`config.mk`:
```
export PLATFORM = sky130hd
export DESIGN_NAME = seq_shift_add_mult
export DESIGN_NICKNAME = d
export VERILOG_FILES = /design/src/rtl/seq_shift_add_mult.sv
export SDC_FILE = /design/constraint.sdc
export NUM_CORES = 1
export LEC_CHECK = 0
export CELL_PAD_IN_SITES_DETAIL_PLACEMENT = 0
export CELL_PAD_IN_SITES_GLOBAL_PLACEMENT = 1
export CORE_ASPECT_RATIO = 1.75
export CORE_MARGIN = 8
export CORE_UTILIZATION = 31
export DETAILED_ROUTE_END_ITERATION = 10
export PLACE_DENSITY = 0.6
export SLEW_MARGIN = 25
export SYNTH_ARGS = -nofsm -noshare
export SYNTH_HDL_FRONTEND = slang
export SYNTH_SLANG_ARGS = --single-unit
```
`constraint.sdc`:
```
create_clock -name clk -period 3.65 [get_ports clk]
set_input_delay 0.73 -clock clk [delete_from_list [all_inputs] [get_ports clk]]
set_output_delay 0.73 -clock clk [all_outputs]
set_load 0.05 [all_outputs]
```
`src/rtl/seq_shift_add_mult.sv`:
```
// rtl/seq_shift_add_mult.sv - sequential unsigned shift-and-add multiplier
// One partial product (a AND one bit of b) accumulated per clock behind a start/busy/done handshake.
module seq_shift_add_mult #(
  parameter int WIDTH = 4
) (
  input  logic               clk,
  input  logic               rst,
  input  logic               start,
  input  logic [WIDTH-1:0]   a,
  input  logic [WIDTH-1:0]   b,
  output logic               busy,
  output logic               done,
  output logic [2*WIDTH-1:0] product
);

  localparam int CW = $clog2(WIDTH) + 1;

  localparam logic [0:0] IDLE = 1'b0;
  localparam logic [0:0] RUN  = 1'b1;

  localparam logic [CW-1:0]    LAST = CW'(WIDTH - 1);
  localparam logic [WIDTH-1:0] ONE  = WIDTH'(1);

  logic [0:0]         state;
  logic [WIDTH-1:0]   a_reg;
  logic [WIDTH-1:0]   b_reg;
  logic [2*WIDTH-1:0] acc;
  logic [CW-1:0]      count;

  logic               b_bit;
  logic [WIDTH-1:0]   pp;
  logic [2*WIDTH-1:0] pp_ext;
  logic [2*WIDTH-1:0] acc_next;

  // Select the current multiplier bit with a one-hot mask so no index-width games are needed.
  assign b_bit    = |(b_reg & (ONE << count));
  assign pp       = a_reg & {WIDTH{b_bit}};
  assign pp_ext   = {{WIDTH{1'b0}}, pp} << count;
  assign acc_next = acc + pp_ext;

  assign busy = (state == RUN);

  always_ff @(posedge clk) begin
    if (rst) begin
      state   <= IDLE;
      done    <= 1'b0;
      product <= '0;
      a_reg   <= '0;
      b_reg   <= '0;
      acc     <= '0;
      count   <= '0;
    end else begin
      done <= 1'b0;
      case (state)
        IDLE: begin
          if (start) begin
            a_reg <= a;
            b_reg <= b;
            acc   <= '0;
            count <= '0;
            state <= RUN;
          end
        end
        RUN: begin
          acc   <= acc_next;
          count <= count + CW'(1);
          // Last partial product goes straight into product so done lines up with the new value.
          if (count == LAST) begin
            product <= acc_next;
            done    <= 1'b1;
            state   <= IDLE;
          end
        end
        default: state <= IDLE;
      endcase
    end
  end

endmodule

```
# After elaboration in Yosys (flattened, before gate mapping)
# Index checks and enable logic that the tools add are counted.
# word_totals
register_bits	29
input_bits	11
out_inout_bits	10
wordCells	28
# op_classes
addsub	2
eq_ne	2
shifts	2
mux	8
n_bitwise	3
reduce_logical	4
# ops
operator	count
$pmux 8 s2	1
$add 8x8->8	1
$and 4x4->4	2
$mux 8	1
$shl 4x3->8	1
$pmux 3 s2	1
$reduce_and 2->1	2
$reduce_or 4->1	1
$shl 1x3->4 const A	1
$add 3x1->3 const B	1
$eq 3x2->1 const B	1
$mux 1	3
$mux 3	1
$ne 2x2->1 const B	1
$pmux 1 s2	1
$reduce_or 2->1	1
$not 1->1	1

# Depth between registers and ports, before layout
# Gate-level depths: netlist (run 1).
# depth
word_depth	7
depth_mapped	14
depth_no_buf	13

# Worst setup path after synthesis (run 1)
# OpenSTA, ideal clock, no wires.
# synth_timing
path_kind	register -> register
startpoint	register count[0]
endpoint	register product[6]
setup_time_ps	122
arrival_time_ps	2928
t_required_ps	3528
slack_ps	600
stages_incl_launch_ff	15
n_path_buf	1
synth_period_minus_slack_ps	3050
cell_sequence	dfxtp_1 buf_6 inv_1 ha_1 a222oi_1 nand2_1 nand2_1 nor4b_1 ha_1 fa_1 a21o_1 a21oi_1 o21ai_0 mux2i_1 a311o_1
# synth_between
elab_chain_cells	6
word_cells_on_any_way	8
cone_classes	add/sub (1); eq/ne (1); shift (2); bitwise (2); reduce/logical (2)
# synth_rtl
item	line_no	source
start, declared	28	logic [CW-1:0] count;
start signal, assigned	66	count <= count + CW'(1);
$shl 1x3->4	36	assign b_bit = |(b_reg & (ONE << count));
$and 4x4->4	36	
$reduce_or 4->1	36	
$and 4x4->4	37	assign pp = a_reg & {WIDTH{b_bit}};
$shl 4x3->8	38	assign pp_ext = {{WIDTH{1'b0}}, pp} << count;
$add 8x8->8	39	assign acc_next = acc + pp_ext;
end signal, assigned	69	product <= acc_next;
end, declared	13	output logic [2*WIDTH-1:0] product
# Parallel ways exist; a longest one is shown, timed or not.
# A chain may end at the register's enable or synchronous reset.

# Final worst setup path (run 1)
# layout_timing
startpoint	register count[1]
endpoint	register product[6]
# Same word-level chain as after synthesis.

==> results of run 1 <==
[synthesized netlist by cell type (2+ instances only)]
cell type and n:
nor2_1 20, a211oi_1 2, a211o_1 2, a21o_1 3, mux2i_1 5, o21ai_0 6
inv_1 6, nand4_1 2, xnor2_1 3, nor3_1 4, buf_6 3, a21oi_1 24
nand2b_1 3, nor2b_1 2, ha_1 12, dfxtp_1 29, nor4b_1 3, clkbuf_1 10
and3_1 2, nand2_1 32, nor4_1 3, nand3_1 3, nor3b_1 5
[cell families (layout without fill, tap and decap cells)]
| logic type | Yosys count | count (layout) | share of synthesized area, % |
|---|---|---|---|
| and+or+nand+nor | 87 | 87 | 25.59 |
| xor gates and xnor gates | 5 | 5 | 3.015 |
| adders and majority gates | 13 | 13 | 10.00 |
| DFF | 29 | 29 | 34.12 |
| buffers and inverters | 19 | 37 | 5.515 |
| muxes | 7 | 7 | 4.926 |
| AOI/OAI and AO/OA | 46 | 46 | 16.84 |
[routing by layer]
layer | global-route usage (%) | vias up | share of wire (%) | wire length (um)
met5 | 0 | - | 0 | 0
met4 | 6.584 | 0 | 3.2 | 144
met3 | 2.460 | 10 | 3.3 | 149
met2 | 22.37 | 34 | 56 | 2503
met1 | 11.51 | 706 | 37 | 1665
li1 | - | 753 | - | -
[stage by stage]
stage	utilization, %	hold slack, ps	power (W)	instance area, um2	std cells
6_report	38.25	456.0	0.0006591	2027	298
2_1_floorplan	-	435.7	0.0003875	1702	206
4_1_cts	38.23	454.7	0.0006716	2026	298
3_5_place_dp	36.72	446.2	0.0004142	1946	290
5_1_grt	38.25	482.4	0.0006942	2027	298
3_3_place_gp	36.72	441.0	0.0004123	1946	290
[worst max path at each step]
stage                     startpoint                 endpoint  slack (ps)  cells after the start
2_1_floorplan  count[0]$_SDFFE_PP0P_  product[6]$_SDFFE_PP0P_         600                     14
3_3_place_gp   count[1]$_SDFFE_PP0P_  product[6]$_SDFFE_PP0P_         380                     13
3_5_place_dp   count[1]$_SDFFE_PP0P_  product[6]$_SDFFE_PP0P_         320                     13
4_1_cts        count[1]$_SDFFE_PP0P_  product[6]$_SDFFE_PP0P_         230                     13
5_1_grt        count[1]$_SDFFE_PP0P_  product[6]$_SDFFE_PP0P_          90                     13
6_report       count[1]$_SDFFE_PP0P_  product[6]$_SDFFE_PP0P_         390                     13
[cell type report]
| type | instances | area, um2 |
|---|---|---|
| Inverter | 6 | 22.52 |
| Timing Repair Buffer | 23 | 222.7 |
| Multi-Input combinational cell | 158 | 1027 |
| Sequential cell | 29 | 581.8 |
| Fill cell | 580 | 3272 |
| Clock buffer | 8 | 80.08 |
| Tap cell | 74 | 92.59 |
[where the power goes]
part | leakage, nW | internal, W | switching (W)
clock network | 0.0395 | 0.000135 | 0.000117
registers | 0.236 | 0.000325 | 0.00000742
logic | 0.520 | 0.0000302 | 0.0000448
total | 0.795 | 0.000490 | 0.000169
[timing repair]
action	4_1_cts	5_1_grt
resized for setup	0	1
buffers inserted	0	0
endpoints found under the setup margin	0	1
[worst min-delay path, delay by kind of cell, from the launching register on]
family          cells  cell delay [ps]
simple gates        1               50
compound gates      1               50
flops               1              310
==> results.cfg, run 1 <==
[layout]
antennaDiodeCount = 0
final_nets = 247
layout-drive-gt1-share_pct = 8.036
final_common_cell = nand2_1
reg_top3 = acc (8), product (8)
syn_to_final_growth_pct = 19.12
most-common-layout-cells = nand2_1, dfxtp_1, a21oi_1, nor2_1, clkdlybuf4s50_1

[cts]
h-tree-depth = 2
ctsHoldBuffers = 0
cts_sinks = 29
clkSlewWorstSetupHoldPaths_ps = 60
clockRootBuffer = clkbuf_8
clockBufferDepth = 2
cts_tree = built
insertion_delay_ps = 280
cts_made_buffers = 5

[route]
drt_iter0_markers = 93
wl_per_cell_um = 14.97
first_pass_iters = 7
drc = 0
drtAntennaViolNets = 0
wl_um = 4462
avgViaCountPerCell = 5.044
vias = 1503

[synth]
synth_edf_count = 0
yosys_warnings = 0
yosysSeqAreaShare_pct = 34.12
yosysTopAreaCellShare_pct = 34.12
async_flop_share_pct = 0
ys.flop_type = dfxtp_1
yosysTopAreaCell = dfxtp_1
synthesis.area_um2 = 1702
postSynthCellCount = 206
synth_nets = 230
yosys-top-cells-area = dfxtp_1, ha_1, a21oi_1
synth.distinct_cells = 45
synth-seq-cells = 29
avgSynthCellArea_um2 = 8.260

[sta]
setup_violations = 0
fmax_mhz = 306.9
fin_tns_setup_ps = 0
maxSlewHeadroom_pct = 58.57
drv_slew = 0
fin_skew_ps = 2.742
final.min_clock_period_ps = 3259
fin_ws_ps = 391.4
rsz0062_at_grt = no
hold_viol_final = 0
fin_crit_sh_pct = 89.28
tightest_slew_ps = 619.5

[grt]
grt_usage_pct = 11.90
antenna_found_initial = 0
grt_pass1_vias = 1541
grt_max_degree = 27
grt_pass1_wl_um = 7569
grt_overflow = 0

[power_and_ir_drop]
power_density_nw_per_um2 = 325.2
vdd_ir_drop_max_mv = 0.2057
power_leakage_nw = 0.7954

[hold_path]
whs_path_depth = 2
holdCritStartpoint = product[3]$_SDFFE_PP0P_
hold_end = product[3]$_SDFFE_PP0P_
hp-class = flop to flop

[placed_design]
dp_hpwl_um = 3411
place_congestion = 0.8446
post-place-ws_ps = 316.4
port_buffers = 20

[critical_path]
cp-start-kind = flop
cp.required_ps = 3820
reg2reg_depth = 13
r2r-end = product[6]$_SDFFE_PP0P_
critPathCaptureType = flop
r2r_start = count[1]$_SDFFE_PP0P_
crit_chain = inv_1, ha_1, a222oi_1, nand2_1, nand2_1, nor4b_1, ha_1, fa_1, a21o_1, a21oi_1, o21ai_0, mux2i_1, a311o_1
max_stage_delay_ps = 450
cp_slowest_cell = dfxtp_2
r2r_slack_ps = 390
cp_max_fo = 11
critPathTopFamily = compound AO/OA/AOI/OAI gates
worst-path-buf-inv = 1
critPathKind = flop to flop
cp.arrival_ps = 3430

[floorplan]
design.die.area_um2 = 8209
die_width_um = 72.01
core_um2 = 5299
io_pins = 21
chipHeight_um = 114.0
start_util_pct = 32.11
rows = 35

[flow_run]
cap_violations = 0

[run_status]
status = finished, final reports clean
Note: power is estimated with default switching activity, not from simulation.
==> inputs of run 2 (changes only) <==
--- a/config.mk
+++ b/config.mk
@@ -12,7 +12,7 @@
 export CORE_UTILIZATION = 31
 export DETAILED_ROUTE_END_ITERATION = 10
 export PLACE_DENSITY = 0.6
-export SLEW_MARGIN = 25
+export SLEW_MARGIN = 30
 export SYNTH_ARGS = -nofsm -noshare
 export SYNTH_HDL_FRONTEND = slang
 export SYNTH_SLANG_ARGS = --single-unit
==> results of run 2 <==
No change in the layout: final DEF, timing and power equal those of run 1.
